[src/rtl/wc_pkg.sv]
// Shared widths and tap constants for the wc 4-tap correlator.
package wc_pkg;

  // Sample width, counts, and the internal full-precision accumulator width.
  // 14 bits covers the worst case |sum| = 7 * 512 = 3584 with room to spare.
  localparam int SW   = 10;
  localparam int NIN  = 8;
  localparam int NOUT = 5;
  localparam int NTAP = 4;
  localparam int ACCW = 14;

  // Fixed correlation taps g0..g3 = 1, 2, -1, 3.
  localparam logic signed [ACCW-1:0] G0 = 14'sd1;
  localparam logic signed [ACCW-1:0] G1 = 14'sd2;
  localparam logic signed [ACCW-1:0] G2 = -14'sd1;
  localparam logic signed [ACCW-1:0] G3 = 14'sd3;

  // Tap lookup by index so generate loops can walk the taps.
  function automatic logic signed [ACCW-1:0] tap(input int k);
    logic signed [ACCW-1:0] t;
    t = '0;
    case (k)
      0:       t = G0;
      1:       t = G1;
      2:       t = G2;
      3:       t = G3;
      default: t = '0;
    endcase
    return t;
  endfunction

endpackage

[src/rtl/wc_dot4.sv]
// Combinational 4-sample x fixed-tap dot product, split around a register
// boundary owned by the caller: the product half feeds the caller's product
// register, and the sum half consumes that register and wraps to SW bits.
module wc_dot4 import wc_pkg::*; (
  input  logic [NTAP*SW-1:0]   s,       // samples, first sample in the MSBs
  output logic [NTAP*ACCW-1:0] prod,    // full-precision products, tap 0 in MSBs
  input  logic [NTAP*ACCW-1:0] prod_q,  // registered products
  output logic [SW-1:0]        y        // wrapped sum of registered products
);

  logic signed [ACCW-1:0] sum;
  logic                   unused_hi;

  generate
    for (genvar gi = 0; gi < NTAP; gi++) begin : g_tap
      logic signed [SW-1:0]   samp;
      logic signed [ACCW-1:0] ext;
      logic signed [ACCW-1:0] p;
      assign samp = s[(NTAP-gi)*SW-1 -: SW];
      assign ext  = {{(ACCW-SW){samp[SW-1]}}, samp};
      assign p    = ext * tap(gi);
      assign prod[(NTAP-gi)*ACCW-1 -: ACCW] = p;
    end
  endgenerate

  // Full-precision sum of the registered products.
  always_comb begin
    sum = '0;
    for (int k = 0; k < NTAP; k++) begin
      sum = sum + signed'(prod_q[(NTAP-k)*ACCW-1 -: ACCW]);
    end
  end

  // Result wraps modulo 2^SW; the upper accumulator bits are intentionally dropped.
  assign y         = sum[SW-1:0];
  assign unused_hi = ^sum[ACCW-1:SW];

endmodule

[src/rtl/wc.sv]
// wc: 4-tap valid correlation of eight signed samples into five wrapped
// results. Four register stages: input, products, wrapped sums, output.
module wc import wc_pkg::*; (
  input  logic               clk,
  input  logic               rst,
  input  logic [NIN*SW-1:0]  D,
  output logic [NOUT*SW-1:0] Z
);

  logic [NIN*SW-1:0]   d_reg;
  logic [NOUT*SW-1:0]  sum_reg;
  logic [NOUT*SW-1:0]  z_reg;

  // Stage 1: capture the whole input word every cycle.
  always_ff @(posedge clk) begin
    if (rst) d_reg <= '0;
    else     d_reg <= D;
  end

  generate
    for (genvar gi = 0; gi < NOUT; gi++) begin : g_out
      logic [NTAP*ACCW-1:0] prod_next;
      logic [NTAP*ACCW-1:0] prod_reg;
      logic [SW-1:0]        y_next;

      // Output gi correlates samples gi..gi+3.
      wc_dot4 u_dot4 (
        .s      (d_reg[(NIN-gi)*SW-1 -: NTAP*SW]),
        .prod   (prod_next),
        .prod_q (prod_reg),
        .y      (y_next)
      );

      // Stage 2: register full-precision products.
      always_ff @(posedge clk) begin
        if (rst) prod_reg <= '0;
        else     prod_reg <= prod_next;
      end

      // Stage 3: register the wrapped sum for this output lane.
      always_ff @(posedge clk) begin
        if (rst) sum_reg[(NOUT-gi)*SW-1 -: SW] <= '0;
        else     sum_reg[(NOUT-gi)*SW-1 -: SW] <= y_next;
      end
    end
  endgenerate

  // Stage 4: output register so Z only moves on clock edges.
  always_ff @(posedge clk) begin
    if (rst) z_reg <= '0;
    else     z_reg <= sum_reg;
  end

  assign Z = z_reg;

endmodule

[config.mk]
export PLATFORM = sky130hd
export DESIGN_NAME = wc
export DESIGN_NICKNAME = d
export VERILOG_FILES = /design/src/rtl/wc_pkg.sv /design/src/rtl/wc_dot4.sv /design/src/rtl/wc.sv
export SDC_FILE = /design/constraint.sdc
export NUM_CORES = 1
export LEC_CHECK = 0
export BUFFER_PORTS_ARGS = -buffer_cell sky130_fd_sc_hd__clkbuf_2
export CAP_MARGIN = 0
export CORE_MARGIN = 10
export CORE_UTILIZATION = 55
export DETAILED_ROUTE_END_ITERATION = 12
export PLACE_DENSITY = 0.74
export REMOVE_ABC_BUFFERS = 1
export SYNTH_ARGS = -nofsm -noshare
export SYNTH_HDL_FRONTEND = slang
export SYNTH_SLANG_ARGS = --single-unit
[constraint.sdc]
create_clock -name clk -period 3.2 [get_ports clk]
set_input_delay 0 -clock clk [delete_from_list [all_inputs] [get_ports clk]]
set_output_delay 0 -clock clk [all_outputs]
set_load 0.05 [all_outputs]
==> results_dict.tcl, run 1 <==
set metrics [dict create \
    antenna_cells 0 \
    clock_sinks 327 \
    syn_area_sq_mm 0.0158 \
    layout-drive-gt1-share 0.111 \
    io-pin-count 132 \
    setup_tns_ns 0 \
    synth_top_area_cell "dfxtp_1" \
    drc 0 \
    largest_reg_flops 147 \
    synth_area_per_cell_sq_um 10.1 \
    hp-start "D[75]" \
    cts_made_buffers 35 \
    stdcell_count 2207 \
    final_common_cell "dfxtp_1" \
    period_share 0.922 \
    row_count 62 \
    endpoint_kind "register" \
    worst_skew_pair.late_latency_ns 0.52 \
    route.vias.total 10739 \
    core_area_sq_mm 0.0285 \
    layout_common_cells "dfxtp_1 (327), inv_1 (261), nor2b_1 (208)" \
    ys_ff_latch 327 \
    netlist_top_cells_area "dfxtp_1 (41%), fa_1 (12%), ha_1 (11%)" \
    die_h_microns 190 \
    synthToLayoutAreaGrowth_pct 20.4 \
    overflow 0 \
    netlist_instances 1567 \
    rrSetupSlack_ns 0.25 \
    cp_max_fo 3 \
    placed_cells 2043 \
    ys_async_sr_fraction 0 \
    wl_microns 33100 \
    first_iter_violations 592 \
    ys_seq_area_frac 0.413 \
    antenna_found_initial 0 \
    fin_crit_ns 2.95 \
    synth_top_cell_area_share 0.413 \
    relSlewSlack 0.473 \
    grt_pass1_vias 10936 \
    slew_viol_final 0 \
    crit_arrival_ns 3.31 \
    dieArea_sq_mm 0.0360 \
    start_util 0.555 \
    setup.worst_path.start_class "register" \
    gp_congestion 0.847 \
    maxCapViolations 0 \
    power.density_mw_per_mm2 608 \
    status "completed" \
    reg2reg_from "g_out[2].prod_reg[30]" \
    max-clock-path-buffers 3 \
    setup_viol 0 \
    clockRootBuffer "clkbuf_16" \
    startpoint "g_out[2].prod_reg[30]" \
    clk_pin_slew_ns 0.06 \
    grt_setup_unrepaired "false" \
    numPortBuffers 131 \
    nFillCells 2228 \
    finalPower_mw 11.6 \
    fp.dieW_microns 190 \
    nNetsFinal 2119 \
    fin_worst_skew_ns 0.0209 \
    synth_warnings 0 \
    critPathRequiredTime_ns 3.56 \
    peakVddDrop_mv 0.357 \
    worst-setup-path-type "reg2reg" \
    grt_max_degree 180 \
    detail_route.wl_per_cell_microns 15.0 \
    max_freq_ghz 0.339 \
    track_usage 0.183 \
    grt_pass1_wl_microns 54200 \
    htreeDepth 2 \
    hold_viol 0 \
    leakagePower_nw 8.77 \
    vias_per_cell 4.87 \
    hold_class "in2reg" \
    cts_tree "done" \
    synth_enable_flop_cells 0 \
    hpwlAfterDp_microns 23700 \
    tightest_slew_ns 0.790 \
    dr.pass1.iters 5 \
    synth_cell_type_count 47 \
    ant_nets 0 \
    ys_dominant_reg_cell "dfxtp_1" \
]
-- synthesized netlist by cell type, drive strengths merged, types with 2 or more instances --
library cell / instances
a2111oi: 3
a211o: 3
a211oi: 29
a21boi: 5
a21o: 16
a21oi: 17
a221o: 3
a311oi: 2
a31oi: 7
and3: 3
buf: 20
clkbuf: 22
dfxtp: 327
fa: 95
ha: 143
inv: 261
mux2: 9
mux2i: 6
nand2: 21
nand3: 13
nand3b: 4
nand4: 8
nor2: 123
nor2b: 208
nor3: 29
nor3b: 6
nor4: 4
nor4b: 2
o2111ai: 7
o211ai: 8
o21a: 15
o21ai: 26
o21bai: 10
o221ai: 2
o22ai: 5
o311ai: 5
or2: 6
or3: 8
or4: 3
xnor2: 63
xnor3: 5
xor2: 13
-- area by class of cell --
| type | instances | area, sq um | area share |
|---|---|---|---|
| clock buffer | 49 | 1000 | 0.0525 |
| clock inverter | 12 | 185 | 0.00971 |
| inverter | 261 | 980 | 0.0514 |
| multi-input combinational | 937 | 8150 | 0.427 |
| sequential | 327 | 6550 | 0.343 |
| tap | 384 | 480 | 0.0252 |
| timing repair buffer | 237 | 1730 | 0.0908 |
-- path summary, 6_finish.rpt --
kind,endpoint,cells after the start
max reg2reg,sum_reg[28],10
min reg2reg,Z[43],1
max,sum_reg[28],10
min,d_reg[75],3
-- critical path: stages, from the launching register on --
cell	delay, ns
dfxtp_1	0.38
inv_1	0.07
fa_1	0.45
fa_1	0.53
inv_1	0.04
ha_1	0.23
fa_1	0.41
a21o_1	0.19
a21oi_1	0.26
o21ai_0	0.11
o311ai_0	0.13
-- logic make-up (layout without fill, tap and decap cells) --
family,after synthesis,after routing,synth area share
muxes,15,15,0.0102
and+or+nand+nor,440,440,0.150
adders and majority gates,238,238,0.233
DFF,327,327,0.413
xor gates and xnor gates,81,81,0.0491
AOI/OAI and AO/OA,163,163,0.0717
buffers and inverters,303,559,0.0726
-- metrics by stage --
step	hold WS (ns)	util	instance area [sq um]	worst slack [ns]
final	0.238	0.668	19100	0.249
after global routing	0.239	0.668	19100	0.0577
after CTS	0.219	0.668	19100	0.246
after detailed placement	0.213	0.591	16900	0.269
after global placement	0.208	0.591	16900	0.359
after floorplan	0.0667	-	15700	0.461
-- per-layer routing --
layer  track usage  up-vias  wire length [microns]  share of wire
met5             0        -                      0              0
met4        0.0659        0                   1030          0.031
met3        0.0339       64                   1560          0.047
met2         0.305      249                  15600           0.47
met1         0.234     5020                  14900           0.45
li1              -     5406                      -              -
-- power by group --
| group | internal [mW] | total [mW] | switching, mW |
|---|---|---|---|
| logic | 1.15 | 2.74 | 1.59 |
| registers | 4.53 | 4.70 | 0.170 |
| clock network | 2.58 | 4.16 | 1.57 |
-- repair_timing --
action | CTS | global route
endpoints found under the setup margin | 0 | 1
hold buffers | 103 | 0
setup buffers | 0 | 0
endpoints found under the hold margin | 127 | 0
gates resized for setup | 0 | 1
(Power assumes the default switching activity.)
==> inputs of run 2 (changes only) <==
- CTS_BUF_LIST: unset -> sky130_fd_sc_hd__clkbuf_8
==> results_dict.tcl, run 2 (same netlist as run 1, synthesis figures left out) <==
set metrics [dict create \
    status "completed" \
    grt_pass1_wl_microns 54100 \
    hpwlAfterDp_microns 23700 \
    clockRootBuffer "clkbuf_8" \
    route.vias.total 10872 \
    start_util 0.555 \
    synthToLayoutAreaGrowth_pct 21.2 \
    fin_util 0.673 \
    ff2ff_path_depth 9 \
    clock_sinks 327 \
    holdPathStages 3 \
    crit_arrival_ns 3.58 \
    rrSetupSlack_ns 0.13 \
    die_h_microns 190 \
    critPathRequiredTime_ns 3.71 \
    cts_tree "done" \
    setup_viol 0 \
    cp_max_fo 3 \
    hold_viol 0 \
    nFillCells 2213 \
    worst_skew_pair.late_latency_ns 0.59 \
    track_usage 0.182 \
    vias_per_cell 4.83 \
    slew_viol_final 0 \
    max-clock-path-buffers 3 \
    core_area_sq_mm 0.0285 \
    period_share 0.958 \
    layout_common_cells "dfxtp_1 (327), inv_1 (272), nor2b_1 (208)" \
    crit_chain "inv_1 -> fa_1 -> fa_1 -> inv_1 -> ha_1 -> a211o_1 -> a2111oi_0 -> o2111ai_1 -> o21ai_0" \
    wl_microns 32700 \
    largest_reg_flops 147 \
    fin_worst_skew_ns 0.0300 \
    multi_input_area_sq_mm 0.00815 \
    grt_pass1_vias 11085 \
    critPathMaxStageDelay_ns 0.58 \
    endpoint_kind "register" \
    dpl_cell_area_sq_mm 0.0169 \
    cts_made_buffers 53 \
    power.density_mw_per_mm2 600 \
    relSlewSlack 0.481 \
    detail_route.wl_per_cell_microns 14.5 \
    max_freq_ghz 0.326 \
    overflow 0 \
    cts_setup_buffers 0 \
    maxCapViolations 0 \
    first_iter_violations 523 \
    final_common_cell "dfxtp_1" \
    nNetsFinal 2142 \
    leakagePower_nw 8.89 \
    grt_max_degree 180 \
    hold_class "in2reg" \
    dieArea_sq_mm 0.0360 \
    post_cts_resized 0 \
    numPortBuffers 131 \
    gp_congestion 0.847 \
    clk_pin_slew_ns 0.06 \
    io-pin-count 132 \
    antenna_found_initial 0 \
    fp.dieW_microns 190 \
    fin_crit_ns 3.07 \
    layout-drive-gt1-share 0.129 \
    setup_tns_ns 0 \
    dr.pass1.iters 5 \
    setup.worst_path.start_class "register" \
    worst-setup-path-type "reg2reg" \
    row_count 62 \
    postLayoutCellArea_sq_mm 0.0192 \
    drc 0 \
    antenna_cells 0 \
    htreeDepth 2 \
    tightest_slew_ns 0.778 \
    peakVddDrop_mv 0.312 \
    ant_nets 0 \
    register_area_sq_mm 0.00655 \
    holdBufCountCts 108 \
    grt_setup_unrepaired "false" \
    slowest_stage "fa_1" \
]
==> run 2: cell count changes in the layout (fill, tap and decap cells not counted) <==
cell	before	now
a2111oi_0	2	3
a2111oi_1	1	0
clkbuf_1	9	0
clkbuf_16	37	0
clkbuf_8	3	72
clkinv_2	7	5
clkinv_4	0	1
clkinvlp_4	0	4
dlygate4sd3_1	103	108
inv_1	261	272
inv_6	0	2
==> run 2: layout make-up <==
class                      instances  area share
multi-input combinational        937       0.424
sequential                       327       0.341
timing repair buffer             242      0.0928
clock buffer                      72      0.0516
inverter                         261      0.0510
tap                              384      0.0250
clock inverter                    28      0.0142
==> run 2: layer usage <==
layer | track usage | routed length (microns) | up-vias | share of wire
met3 | 0.0333 | 1640 | 72 | 0.050
met2 | 0.303 | 15600 | 281 | 0.48
li1 | - | - | 5478 | -
met5 | 0 | 0 | - | 0
met4 | 0.0592 | 828 | 0 | 0.025
met1 | 0.234 | 14600 | 5041 | 0.45
==> run 2: power breakdown <==
group / internal [mW] / switching [mW]
clock: 2.43 / 1.68
combinational: 1.15 / 1.58
sequential: 4.53 / 0.169
==> run 2: worst max-delay path: cells and delay by family, from the launching register on <==
family,cells,cell delay [ns]
AOI/OAI and AO/OA,4,1.18
adders and majority gates,3,1.35
buffers and inverters,2,0.19
DFF,1,0.30
==> run 2: worst paths after layout <==
path	startpoint	endpoint
worst max register to register	g_out[3].prod_reg[31]	sum_reg[19]
worst max-delay path	g_out[3].prod_reg[31]	sum_reg[19]
worst min register to register	d_reg[69]	g_out[0].prod_reg[41]
worst min-delay path	D[63]	d_reg[63]
==> run 2: through the flow <==
step / instances / hold slack [ns] / setup slack [ns] / total power, mW
CTS: 2251 / 0.135 / 0.124 / 11.6
detailed placement: 2043 / 0.213 / 0.269 / 7.37
global placement: 2043 / 0.208 / 0.359 / 7.30
global route: 2251 / 0.166 / 0.00266 / 12.2
floorplan: 1525 / 0.0667 / 0.461 / 6.67
finish: 2251 / 0.168 / 0.134 / 11.5
